### src/rtl/accelerator_dnc_pkg.sv
// Shared types and PLAN sigmoid constants for the DNC erase-stage accelerators.
// Latency: n/a (package only).
// Backpressure: n/a (package only).
package accelerator_dnc_pkg;

  // Job sequencing states of the erase-matrix controller.
  typedef enum logic [1:0] {
    IDLE  = 2'd0,
    RUN   = 2'd1,
    DRAIN = 2'd2,
    DONE  = 2'd3
  } state_e;

  // PLAN segment selectors, ordered by increasing |x|.
  localparam logic [1:0] SEG_LO  = 2'd0;  // |x| < 1
  localparam logic [1:0] SEG_MID = 2'd1;  // 1 <= |x| < 2.375
  localparam logic [1:0] SEG_HI  = 2'd2;  // 2.375 <= |x| < 5
  localparam logic [1:0] SEG_SAT = 2'd3;  // |x| >= 5

  // Wide enough for any datapath; callers truncate to their own width.
  typedef logic [127:0] plan_w_t;

  // 1.0 in Q(frac).
  function automatic plan_w_t plan_one(input int frac);
    return plan_w_t'(1) << frac;
  endfunction

  // 5.0: saturation breakpoint.
  function automatic plan_w_t plan_bp_sat(input int frac);
    return plan_w_t'(5) << frac;
  endfunction

  // 2.375 = 19/8: upper linear segment breakpoint.
  function automatic plan_w_t plan_bp_hi(input int frac);
    return plan_w_t'(19) << (frac - 3);
  endfunction

  // 1.0: middle linear segment breakpoint.
  function automatic plan_w_t plan_bp_mid(input int frac);
    return plan_w_t'(1) << frac;
  endfunction

  // 0.84375 = 27/32: offset of the upper segment.
  function automatic plan_w_t plan_off_hi(input int frac);
    return plan_w_t'(27) << (frac - 5);
  endfunction

  // 0.625 = 5/8: offset of the middle segment.
  function automatic plan_w_t plan_off_mid(input int frac);
    return plan_w_t'(5) << (frac - 3);
  endfunction

  // 0.5: offset of the lowest segment.
  function automatic plan_w_t plan_off_lo(input int frac);
    return plan_w_t'(1) << (frac - 1);
  endfunction

endpackage

### src/rtl/accelerator_plan_sigmoid.sv
// PLAN piecewise-linear sigmoid with (i,k) tag passthrough, shift/add only.
// Latency: 2 cycles from vld_i to vld_o; one element per cycle.
// Backpressure: none; gaps in vld_i appear as identical gaps on vld_o.
module accelerator_plan_sigmoid #(
  parameter int DATA_SIZE = 64,
  parameter int FRAC_SIZE = 32,
  parameter int TAG_SIZE  = 64
) (
  input  logic                 clk_i,
  input  logic                 rst_ni,
  input  logic                 vld_i,
  input  logic [DATA_SIZE-1:0] x_i,
  input  logic [TAG_SIZE-1:0]  i_i,
  input  logic [TAG_SIZE-1:0]  k_i,
  output logic                 vld_o,
  output logic [DATA_SIZE-1:0] y_o,
  output logic [TAG_SIZE-1:0]  i_o,
  output logic [TAG_SIZE-1:0]  k_o,
  output logic                 sat_o
);
  import accelerator_dnc_pkg::*;

  // One extra bit so |x| of any input is representable without wrap.
  localparam int AW = DATA_SIZE + 1;
  localparam logic [AW-1:0] ONE     = AW'(plan_one(FRAC_SIZE));
  localparam logic [AW-1:0] BP_SAT  = AW'(plan_bp_sat(FRAC_SIZE));
  localparam logic [AW-1:0] BP_HI   = AW'(plan_bp_hi(FRAC_SIZE));
  localparam logic [AW-1:0] BP_MID  = AW'(plan_bp_mid(FRAC_SIZE));
  localparam logic [AW-1:0] OFF_HI  = AW'(plan_off_hi(FRAC_SIZE));
  localparam logic [AW-1:0] OFF_MID = AW'(plan_off_mid(FRAC_SIZE));
  localparam logic [AW-1:0] OFF_LO  = AW'(plan_off_lo(FRAC_SIZE));
  localparam logic [DATA_SIZE-1:0] MOST_NEG = {1'b1, {(DATA_SIZE-1){1'b0}}};

  logic                 s1_vld_q, s1_neg_q;
  logic [AW-1:0]        s1_mag_q;
  logic [1:0]           s1_seg_q;
  logic [TAG_SIZE-1:0]  s1_i_q, s1_k_q;
  logic [AW-1:0]        mag_d, y_d, y_clamp, res_d;
  logic [1:0]           seg_d;

  // Stage 1 combinational: magnitude (most-negative pinned to max positive) and segment pick.
  always_comb begin
    mag_d = '0;
    if (x_i == MOST_NEG) begin
      mag_d = {2'b00, {(DATA_SIZE-1){1'b1}}};
    end else if (x_i[DATA_SIZE-1]) begin
      mag_d = -{x_i[DATA_SIZE-1], x_i};
    end else begin
      mag_d = {1'b0, x_i};
    end
    if (mag_d >= BP_SAT)      seg_d = SEG_SAT;
    else if (mag_d >= BP_HI)  seg_d = SEG_HI;
    else if (mag_d >= BP_MID) seg_d = SEG_MID;
    else                      seg_d = SEG_LO;
  end

  // Stage 1 registers: |x|, sign, segment and tag; data only loads on a valid element.
  always_ff @(posedge clk_i or negedge rst_ni) begin
    if (!rst_ni) begin
      s1_vld_q <= 1'b0;
      s1_neg_q <= 1'b0;
      s1_mag_q <= '0;
      s1_seg_q <= SEG_LO;
      s1_i_q   <= '0;
      s1_k_q   <= '0;
    end else begin
      s1_vld_q <= vld_i;
      if (vld_i) begin
        s1_neg_q <= x_i[DATA_SIZE-1];
        s1_mag_q <= mag_d;
        s1_seg_q <= seg_d;
        s1_i_q   <= i_i;
        s1_k_q   <= k_i;
      end
    end
  end

  // Stage 2 combinational: segment shift+offset, clamp to ONE, then mirror for negative x.
  always_comb begin
    case (s1_seg_q)
      SEG_SAT: y_d = ONE;
      SEG_HI:  y_d = (s1_mag_q >> 5) + OFF_HI;
      SEG_MID: y_d = (s1_mag_q >> 3) + OFF_MID;
      default: y_d = (s1_mag_q >> 2) + OFF_LO;
    endcase
    y_clamp = (y_d > ONE) ? ONE : y_d;
    res_d   = s1_neg_q ? (ONE - y_clamp) : y_clamp;
  end

  // Stage 2 registers: outputs hold their last value while no element is valid.
  always_ff @(posedge clk_i or negedge rst_ni) begin
    if (!rst_ni) begin
      vld_o <= 1'b0;
      y_o   <= '0;
      i_o   <= '0;
      k_o   <= '0;
      sat_o <= 1'b0;
    end else begin
      vld_o <= s1_vld_q;
      if (s1_vld_q) begin
        y_o   <= res_d[DATA_SIZE-1:0];
        i_o   <= s1_i_q;
        k_o   <= s1_k_q;
        sat_o <= (s1_seg_q == SEG_SAT);
      end
    end
  end

endmodule

### src/rtl/accelerator_erase_matrix.sv
// Multi-head DNC erase stage: streams R*W logits, emits sigmoid erase weights tagged (i,k).
// Latency: 2 cycles input to output; READY the cycle after the last output.
// Backpressure: none; optional SAT_COUNT port when ACCELERATOR_ERASE_MATRIX_STATUS_EN is defined.
module accelerator_erase_matrix #(
  parameter int DATA_SIZE    = 64,
  parameter int FRAC_SIZE    = 32,
  parameter int CONTROL_SIZE = 64
) (
  input  logic                    CLK,
  input  logic                    RST,
  input  logic                    START,
  output logic                    READY,
  input  logic                    E_IN_ENABLE,
  output logic                    E_OUT_ENABLE,
  input  logic [CONTROL_SIZE-1:0] SIZE_R_IN,
  input  logic [CONTROL_SIZE-1:0] SIZE_W_IN,
  input  logic [DATA_SIZE-1:0]    E_IN,
  output logic [DATA_SIZE-1:0]    E_OUT,
  output logic [CONTROL_SIZE-1:0] I_OUT,
  output logic [CONTROL_SIZE-1:0] K_OUT
`ifdef ACCELERATOR_ERASE_MATRIX_STATUS_EN
  ,
  output logic [CONTROL_SIZE-1:0] SAT_COUNT
`endif
);
  import accelerator_dnc_pkg::*;

  state_e                  state_q, state_d;
  logic [CONTROL_SIZE-1:0] size_r_q, size_w_q;
  logic [CONTROL_SIZE-1:0] i_in_q, i_in_d, k_in_q, k_in_d;
  logic                    drain_q;
  logic                    start_ok, accept, last_in, out_sat;

  assign start_ok = (state_q == IDLE) && START;
  assign accept   = (state_q == RUN) && E_IN_ENABLE;
  assign last_in  = (i_in_q == size_r_q - 1'b1) && (k_in_q == size_w_q - 1'b1);
  assign READY    = (state_q == DONE);

  // Job sequencing; an empty job goes straight to DONE so READY still pulses once.
  always_comb begin
    state_d = state_q;
    case (state_q)
      IDLE:  if (START) state_d = (SIZE_R_IN == '0 || SIZE_W_IN == '0) ? DONE : RUN;
      RUN:   if (accept && last_in) state_d = DRAIN;
      DRAIN: if (drain_q) state_d = DONE;
      default: state_d = IDLE;
    endcase
  end

  // Head-major index counters: k inner, wraps at W-1 and bumps i.
  always_comb begin
    k_in_d = k_in_q;
    i_in_d = i_in_q;
    if (start_ok) begin
      k_in_d = '0;
      i_in_d = '0;
    end else if (accept) begin
      if (k_in_q == size_w_q - 1'b1) begin
        k_in_d = '0;
        i_in_d = i_in_q + 1'b1;
      end else begin
        k_in_d = k_in_q + 1'b1;
      end
    end
  end

  // State, size latches, counters; drain_q marks the second DRAIN cycle, when the last output is out.
  always_ff @(posedge CLK or negedge RST) begin
    if (!RST) begin
      state_q  <= IDLE;
      size_r_q <= '0;
      size_w_q <= '0;
      i_in_q   <= '0;
      k_in_q   <= '0;
      drain_q  <= 1'b0;
    end else begin
      state_q <= state_d;
      i_in_q  <= i_in_d;
      k_in_q  <= k_in_d;
      drain_q <= (state_q == DRAIN) ? ~drain_q : 1'b0;
      if (start_ok) begin
        size_r_q <= SIZE_R_IN;
        size_w_q <= SIZE_W_IN;
      end
    end
  end

  accelerator_plan_sigmoid #(
    .DATA_SIZE (DATA_SIZE),
    .FRAC_SIZE (FRAC_SIZE),
    .TAG_SIZE  (CONTROL_SIZE)
  ) u_sigmoid (
    .clk_i  (CLK),
    .rst_ni (RST),
    .vld_i  (accept),
    .x_i    (E_IN),
    .i_i    (i_in_q),
    .k_i    (k_in_q),
    .vld_o  (E_OUT_ENABLE),
    .y_o    (E_OUT),
    .i_o    (I_OUT),
    .k_o    (K_OUT),
    .sat_o  (out_sat)
  );

`ifdef ACCELERATOR_ERASE_MATRIX_STATUS_EN
  logic [CONTROL_SIZE-1:0] sat_cnt_q;
  assign SAT_COUNT = sat_cnt_q;

  // Saturated-output counter; no outputs arrive between READY and the next START, so it stays put.
  always_ff @(posedge CLK or negedge RST) begin
    if (!RST) begin
      sat_cnt_q <= '0;
    end else if (start_ok) begin
      sat_cnt_q <= '0;
    end else if (E_OUT_ENABLE && out_sat) begin
      sat_cnt_q <= sat_cnt_q + 1'b1;
    end
  end
`else
  logic sat_unused;
  assign sat_unused = out_sat;
`endif

endmodule
### config.mk
export PLATFORM = sky130hd
export DESIGN_NAME = accelerator_erase_matrix
export DESIGN_NICKNAME = d
export VERILOG_FILES = /design/src/rtl/accelerator_dnc_pkg.sv /design/src/rtl/accelerator_plan_sigmoid.sv /design/src/rtl/accelerator_erase_matrix.sv
export SDC_FILE = /design/constraint.sdc
export NUM_CORES = 2
export LEC_CHECK = 0
export ABC_AREA = 1
export BUFFER_PORTS_ARGS = -buffer_cell sky130_fd_sc_hd__buf_2
export CORE_ASPECT_RATIO = 1.25
export CORE_MARGIN = 4
export CORE_UTILIZATION = 55
export CTS_CLUSTER_DIAMETER = 120
export DETAILED_ROUTE_END_ITERATION = 6
export GPL_TIMING_DRIVEN = 0
export PLACE_DENSITY = 0.75
export SLEW_MARGIN = 20
export SYNTH_ARGS = -nofsm -noshare
export SYNTH_HDL_FRONTEND = slang
export SYNTH_SLANG_ARGS = --single-unit
export TNS_END_PERCENT = 100
### constraint.sdc
create_clock -name CLK -period 8.8 [get_ports CLK]
set_input_delay 0.88 -clock CLK [delete_from_list [all_inputs] [get_ports CLK]]
set_output_delay 0.88 -clock CLK [all_outputs]
set_load 0.01 [all_outputs]
# --- After elaboration in Yosys (flattened, before gate mapping) ---
# Cells that the tools add are included.
word_totals:
  out_inout_bits: 194
  input_bits: 196
  word_cells: 74
  ff_bits: 649
op_classes:
  n_reduce_logical: 12
  muxes: 20
  n_lt_le_gt_ge: 4
  eq_ne: 12
  n_addsub: 9
  n_bitwise: 1
op_table:
  columns: ["op", "n"]
  rows:
  - ["$mux W64", 8]
  - ["$pmux W64 S3", 1]
  - ["$mux W65", 2]
  - ["$add A64 B1 Y64 const B", 2]
  - ["$eq A64 B64 Y1", 2]
  - ["$logic_not A64 Y1", 2]
  - ["$sub A64 B1 Y64 const B", 2]
  - ["$ge A65 B33 Y1 const B", 1]
  - ["$ge A65 B34 Y1 const B", 1]
  - ["$ge A65 B35 Y1 const B", 1]
  - ["$neg A65 Y65", 1]
  - ["$add A63 B32 Y64 const B", 1]
  - ["$eq A64 B64 Y1 const B", 1]
  - ["$gt A64 B33 Y1 const B", 1]
  - ["$sub A33 B64 Y64 const A", 1]
  - ["$add A62 B32 Y63 const B", 1]
  - ["$add A60 B32 Y61 const B", 1]
  - ["$mux W2", 6]
  - ["$eq A2 B2 Y1 const B", 4]
  - ["$pmux W2 S3", 1]
  - ["$eq A2 B1 Y1 const B", 2]
  - ["$logic_and A1 B1 Y1", 4]
  - ["$ne A2 B2 Y1 const B", 2]
  - ["$reduce_bool A2 Y1", 2]
  - ["other kinds (7)", 8]

# --- Logic depth before layout (Yosys ltp) ---
logic_depth:
  ltp_word: 7
  mapped_depth: 28
  mapped_depth_nobuf: 25

# --- Modules after synthesis ---
# From an unflattened synthesis, not the netlist that was laid out.
unflattened:
  hier_cells: 6377
  hier_area_um2: 42020.3
by_module_without_submodules:
  columns: ["mod", "seq_area_each_um2", "cells_per_inst", "area_per_inst_um2", "instances"]
  rows:
  - ["accelerator_plan_sigmoid", 9734.3, 3078, 21602.0, 1]
  - ["accelerator_erase_matrix", 6481.2, 3299, 20418.3, 1]

# --- Worst setup path before layout ---
# OpenSTA, ideal clock, no wires.
synth_path:
  path_type: "reg-to-reg"
  start: "register u_sigmoid.s1_mag_q[32]"
  end: "register u_sigmoid.y_o[14]"
  n_path_buf: 3
  required_ns: 8.682
  setup_ns: 0.118
  t_arrival_ns: 3.198
  path_stages_with_launch: 26
  synth_period_minus_slack_ns: 3.316
  setup_slack_ns: 5.484
  cell_sequence: "dfrtp_1 inv_1 ha_1 inv_1 nand2_1 nand2_1 nand2_1 nor2_2 nand3_1 nand3_1 nand3_1 nor2_1 nand2_1 nor2_1 nand3_1 nor2_2 buf_6 buf_6 buf_4 nand2_1 ha_1 nand2_1 o21ai_1 or2_1 nand3_1 nand2_1"
synth_via:
  elab_chain_len: 6
  elab_cells_between_ends: 8
  classes_between: "add/sub (4); order compare (1); mux (3)"
synth_rtl:
  columns: ["element", "line_no", "text"]
  rows:
  - ["start, declared", "accelerator_plan_sigmoid.sv:35", "logic [AW-1:0] s1_mag_q;"]
  - ["start signal, assigned", "accelerator_plan_sigmoid.sv:70", "s1_mag_q <= mag_d;"]
  - ["$add A63 B32 Y64, or another cell as far along", "accelerator_plan_sigmoid.sv:84", "default: y_d = (s1_mag_q >> 2) + OFF_LO;"]
  - ["$pmux W64 S3 (*)", "accelerator_plan_sigmoid.sv:80", "case (s1_seg_q)"]
  - ["$gt A64 B33 Y1 (*)", "accelerator_plan_sigmoid.sv:86", "y_clamp = (y_d > ONE) ? ONE : y_d;"]
  - ["$mux W64 (*)", "accelerator_plan_sigmoid.sv:86", null]
  - ["$sub A33 B64 Y64", "accelerator_plan_sigmoid.sv:87", "res_d = s1_neg_q ? (ONE - y_clamp) : y_clamp;"]
  - ["$mux W64 (*)", "accelerator_plan_sigmoid.sv:87", null]
  - ["end signal, assigned", "accelerator_plan_sigmoid.sv:101", "y_o <= res_d[DATA_SIZE-1:0];"]
  - ["end, declared", "accelerator_plan_sigmoid.sv:16", "output logic [DATA_SIZE-1:0] y_o,"]
# Mark *: on every way between the ends. The rest lies on a longest branch, timed or not.
# A chain may end at the register's enable or synchronous reset.

# --- Worst setup path in the final report ---
layout_path:
  start: "input port E_IN[0]"
  end: "register u_sigmoid.s1_mag_q[9]"
layout_via:
  elab_chain_len: 3
  elab_cells_between_ends: 4
  classes_between: "add/sub (1); eq/ne (1); mux (2)"
layout_rtl:
  columns: ["element", "line_no", "text"]
  rows:
  - ["start, declared", "accelerator_erase_matrix.sv:17", "input logic [DATA_SIZE-1:0] E_IN,"]
  - ["$neg A65 Y65", "accelerator_plan_sigmoid.sv:47", "mag_d = -{x_i[DATA_SIZE-1], x_i};"]
  - ["$mux W65", "accelerator_plan_sigmoid.sv:46", "end else if (x_i[DATA_SIZE-1]) begin"]
  - ["$mux W65 (*)", "accelerator_plan_sigmoid.sv:44", "if (x_i == MOST_NEG) begin"]
# Marked as above.

==> metrics.md <==
| Metric | Value |
|---|---|
| Max clock buf depth | `3` |
| Worst setup path startpoint | `E_IN[0]` |
| Slowest cell on crit path | `nand4_1` |
| Top-Level Pins | `390` |
| Fmax | `201 MHz` |
| Die area | `76700 µm²` |
| First-pass GRT wire length | `approximately 230 mm` |
| Drt via density | `roughly 5.7` |
| Crit path buf inv count | `5` |
| CP required | `approximately 9.4 ns` |
| Clk_lat worst skew | `approximately 0.64 ns` |
| Final period demand of the worst path | `between 4 and 5 ns` |
| P per Cell Area | `roughly 290 nW/µm²` |
| Min-Delay Path Class | `in2async` |
| Final GP Congestion | `between 1 and 1.5` |
| Routed Antenna Nets | `0` |
| Synth area leaders | `dfrtp_1, nand2_1, xor2_1, nor2_1, nand3_1` |
| Placement Rows | `109` |
| Via count | `between 40000 and 50000` |
| # Post-CTS Setup Buffers | `0` |
| Max-slew headroom | `20.3%` |
| DRC errors left | `0` |
| Register bit total from synthesis | `approximately 650` |
| H-tree depth | `3` |
| CP arrival | `~5.5 ns` |
| Outcome | `complete, no violations` |
| Commonest non-fill, non-tap cell in the layout | `nand2_1` |
| CP startpoint kind | `input port` |
| Setup CP Type | `in2reg` |
| DR pass1 iterations | `6` |
| Clock transition at path regs | `0.06 ns` |
| Worst path top cell family by delay | `simple AND/OR/NAND/NOR gates` |
| Cell area after synthesis | `39800 µm²` |
| Leakage power | `0.0221 µW` |
| Vias in the first global route | `between 30000 and 40000` |
| Clock root cell | `clkbuf_16` |
| Crit path cell chain | `buf_2 > inv_1 > ha_1 > nand4_1 > nor2_1 > nand2_1 > nor2_1 > inv_1 > nor3_1 > nand3_1 > nor3_1 > nand3_1 > nor3_1 > nand3_1 > nand2_1 > clkinv_1 > clkbuf_1 > a21oi_1` |
| Synth cell types | `57` |
| Clk pwr share | `between 20% and 30%` |
| GRT Residual Overflow | `0` |
| Unrepaired setup endpoints after global routing | `no` |
| Drt first-iter violations | `between 3000 and 4000` |
| Post-synth top area cell | `dfrtp_1` |
| Pin count of the biggest net entering global routing | `between 80 and 90` |
| Syn nets | `approximately 6000` |
| DP Wirelength | `121 mm` |
| GRT Overall Usage | `between 30% and 40%` |
| Largest stage delay, worst path | `around 0.54 ns` |
| DIE WIDTH | `248 µm` |
| Final worst-path setup slack | `~3.8 ns` |
| Final WL | `150 mm` |
| Tcrit/Tclk final | `a little under three fifths` |
| Sw Pwr | `between 5000 and 6000 µW` |
| Multi-input logic area | `roughly 21000 µm²` |
| Slew at the pin closest to its max-slew limit | `1.20 ns` |
| Gate Count Post-Synth | `around 5700` |
| CP Max Fanout | `10` |
| Initial Util | `a little under three fifths` |
| Post-route cell area | `around 45000 µm²` |
| Synth Warn # | `0` |
| Count of hold-fix buffers inserted at cts | `0` |
| Max-slew violations | `0` |
| Layout cells sized above 1 | `10.2%` |
| Sink Count | `647` |
| Layout filler cell count | `roughly 6600` |
| Resize count post-CTS | `0` |
| P_int | `about 7200 µW` |
| Logic gate share of total power | `between 30% and 40%` |
| Mean post-synth cell area | `around 7.0 µm²` |
| TritonCTS Buffers | `69` |
| Post-DR wirelength/cell | `between 20 and 25 µm` |
| Net Sw Frac | `44.9%` |
| Initial antenna violation count | `6` |
| Area after DPL | `approximately 43000 µm²` |
| Port bufs | `around 390` |
| Share of the synthesized area in the top cell type | `roughly two fifths` |
| Max Cap Viol | `0` |
| Register area | `16200 µm²` |
| CTS tree | `built` |
| Endpoints failing setup | `0` |
| Pre-CTS WS | `between 3 and 4 ns` |
| Clock skew | `between 0.02 and 0.03 ns` |
| Worst hold slack | `between 0.15 and 0.2 ns` |
| Worst vdd ir | `a little over 200 µV` |
| Hold Vio Cnt, Final | `0` |
| Most frequent cells in the layout | `nand2_1, nor2_1, dfrtp_1` |
| Area grow syn2layout | `14.4%` |
| R2R Path Start | `u_sigmoid.s1_seg_q[0]$_DFFE_PN0P_` |
| Die Y | `between 300 and 400 µm` |
| Worst setup EP type | `flop` |
| Core area | `between 70000 and 80000 µm²` |
| Post-synthesis sequential area ratio | `about two fifths` |
| Power share of the sequential group | `a little under two fifths` |
| NumNets Final | `roughly 6400` |
[logic make-up (layout without fill, tap and decap cells)]
group | Yosys count | count (layout) | synth area share, %
flops | 647 | 647 | 40.7
simple gates | 3473 | 3473 | 36.8
compound gates | 537 | 537 | 7.38
fa+ha+maj | 16 | 16 | 0.504
xor+xnor | 366 | 366 | 8.06
other cells | 0 | 3 | 0
buf+inv | 669 | 1190 | 6.56
[through the flow]
step	util (%)	instances	setup TNS (ns)	total power, µW
2_1_floorplan	-	5708	0	7910
3_3_place_gp	60.2	7040	-4131.11	9760
3_5_place_dp	60.6	7048	0	9890
4_1_cts	63.9	7172	0	13000
5_1_grt	63.9	7175	0	13900
6_report	63.9	7175	0	13000
[cells in the mapped netlist (all sizes together)]
cell type,n
nand2,1980
o21ai,393
ha,16
nand4,117
nor4b,1
clkbuf,145
nor2,718
xnor2,58
or2,27
nor3,126
and3,5
o211ai,16
buf,55
o41ai,16
or3,5
nand3b,21
o31ai,14
o221ai,2
o21bai,2
o22a,1
nor4,92
clkinv,4
or4,1
o311ai,1
xor2,308
a31oi,12
a21o,2
nand3,370
a22oi,10
nor3b,5
o22ai,9
a21oi,56
inv,465
a211oi,1
a41oi,1
o21a,1
dfrtp,647
and2,5
[per-layer routing]
| metal | track usage (%) | up-vias | part of all wire, % |
|---|---|---|---|
| li1 | - | 19279 | - |
| met1 | 47.6 | 19116 | 38 |
| met2 | 63.2 | 1993 | 47 |
| met3 | 4.54 | 537 | 7.4 |
| met4 | 25.5 | 0 | 7.9 |
| met5 | 0 | - | 0 |
[sequential cells by signal, summed over array words and instances (netlist names)]
signal              cells
i_in_q                 64
k_in_q                 64
size_r_q               64
size_w_q               64
u_sigmoid.i_o          64
u_sigmoid.k_o          64
u_sigmoid.s1_i_q       64
u_sigmoid.s1_k_q       64
u_sigmoid.y_o          64
u_sigmoid.s1_mag_q     63
state_q                 2
u_sigmoid.s1_seg_q      2
drain_q                 1
u_sigmoid.s1_neg_q      1
u_sigmoid.s1_vld_q      1
u_sigmoid.vld_o         1
[power groups by stage]
stage	Sequential, µW	Combinational (µW)	Clock [µW]
6_report	4890	5110	3050
2_1_floorplan	4580	3330	0
4_1_cts	4830	5060	3080
5_1_grt	4970	5670	3210
3_3_place_gp	4850	4910	0
3_5_place_dp	4860	5030	0
[final timing paths]
path | endpoint | slack, ns | cells after the start
min | u_sigmoid.y_o[43]$_DFFE_PN0P_ | 0.20 | 1
max in group asynchronous | size_r_q[4]$_DFFE_PN0P_ | 6.98 | 4
max reg2reg | u_sigmoid.y_o[34]$_DFFE_PN0P_ | 3.86 | 21
max | u_sigmoid.s1_mag_q[9]$_DFFE_PN0P_ | 3.82 | 18
min in group CLK | u_sigmoid.vld_o$_DFF_PN0_ | 0.40 | 0
min reg2reg | u_sigmoid.vld_o$_DFF_PN0_ | 0.40 | 0
[area by class of cell]
type | instances | area share (%)
antenna | 3 | 0.0165
inverter | 469 | 3.87
clock buffer | 91 | 4.27
timing repair buffer | 397 | 4.79
tap | 943 | 2.59
sequential | 647 | 35.6
multi-input combinational | 4392 | 46.1
buffer | 200 | 1.86
clock inverter | 33 | 0.911
(Power assumes the default switching activity.)
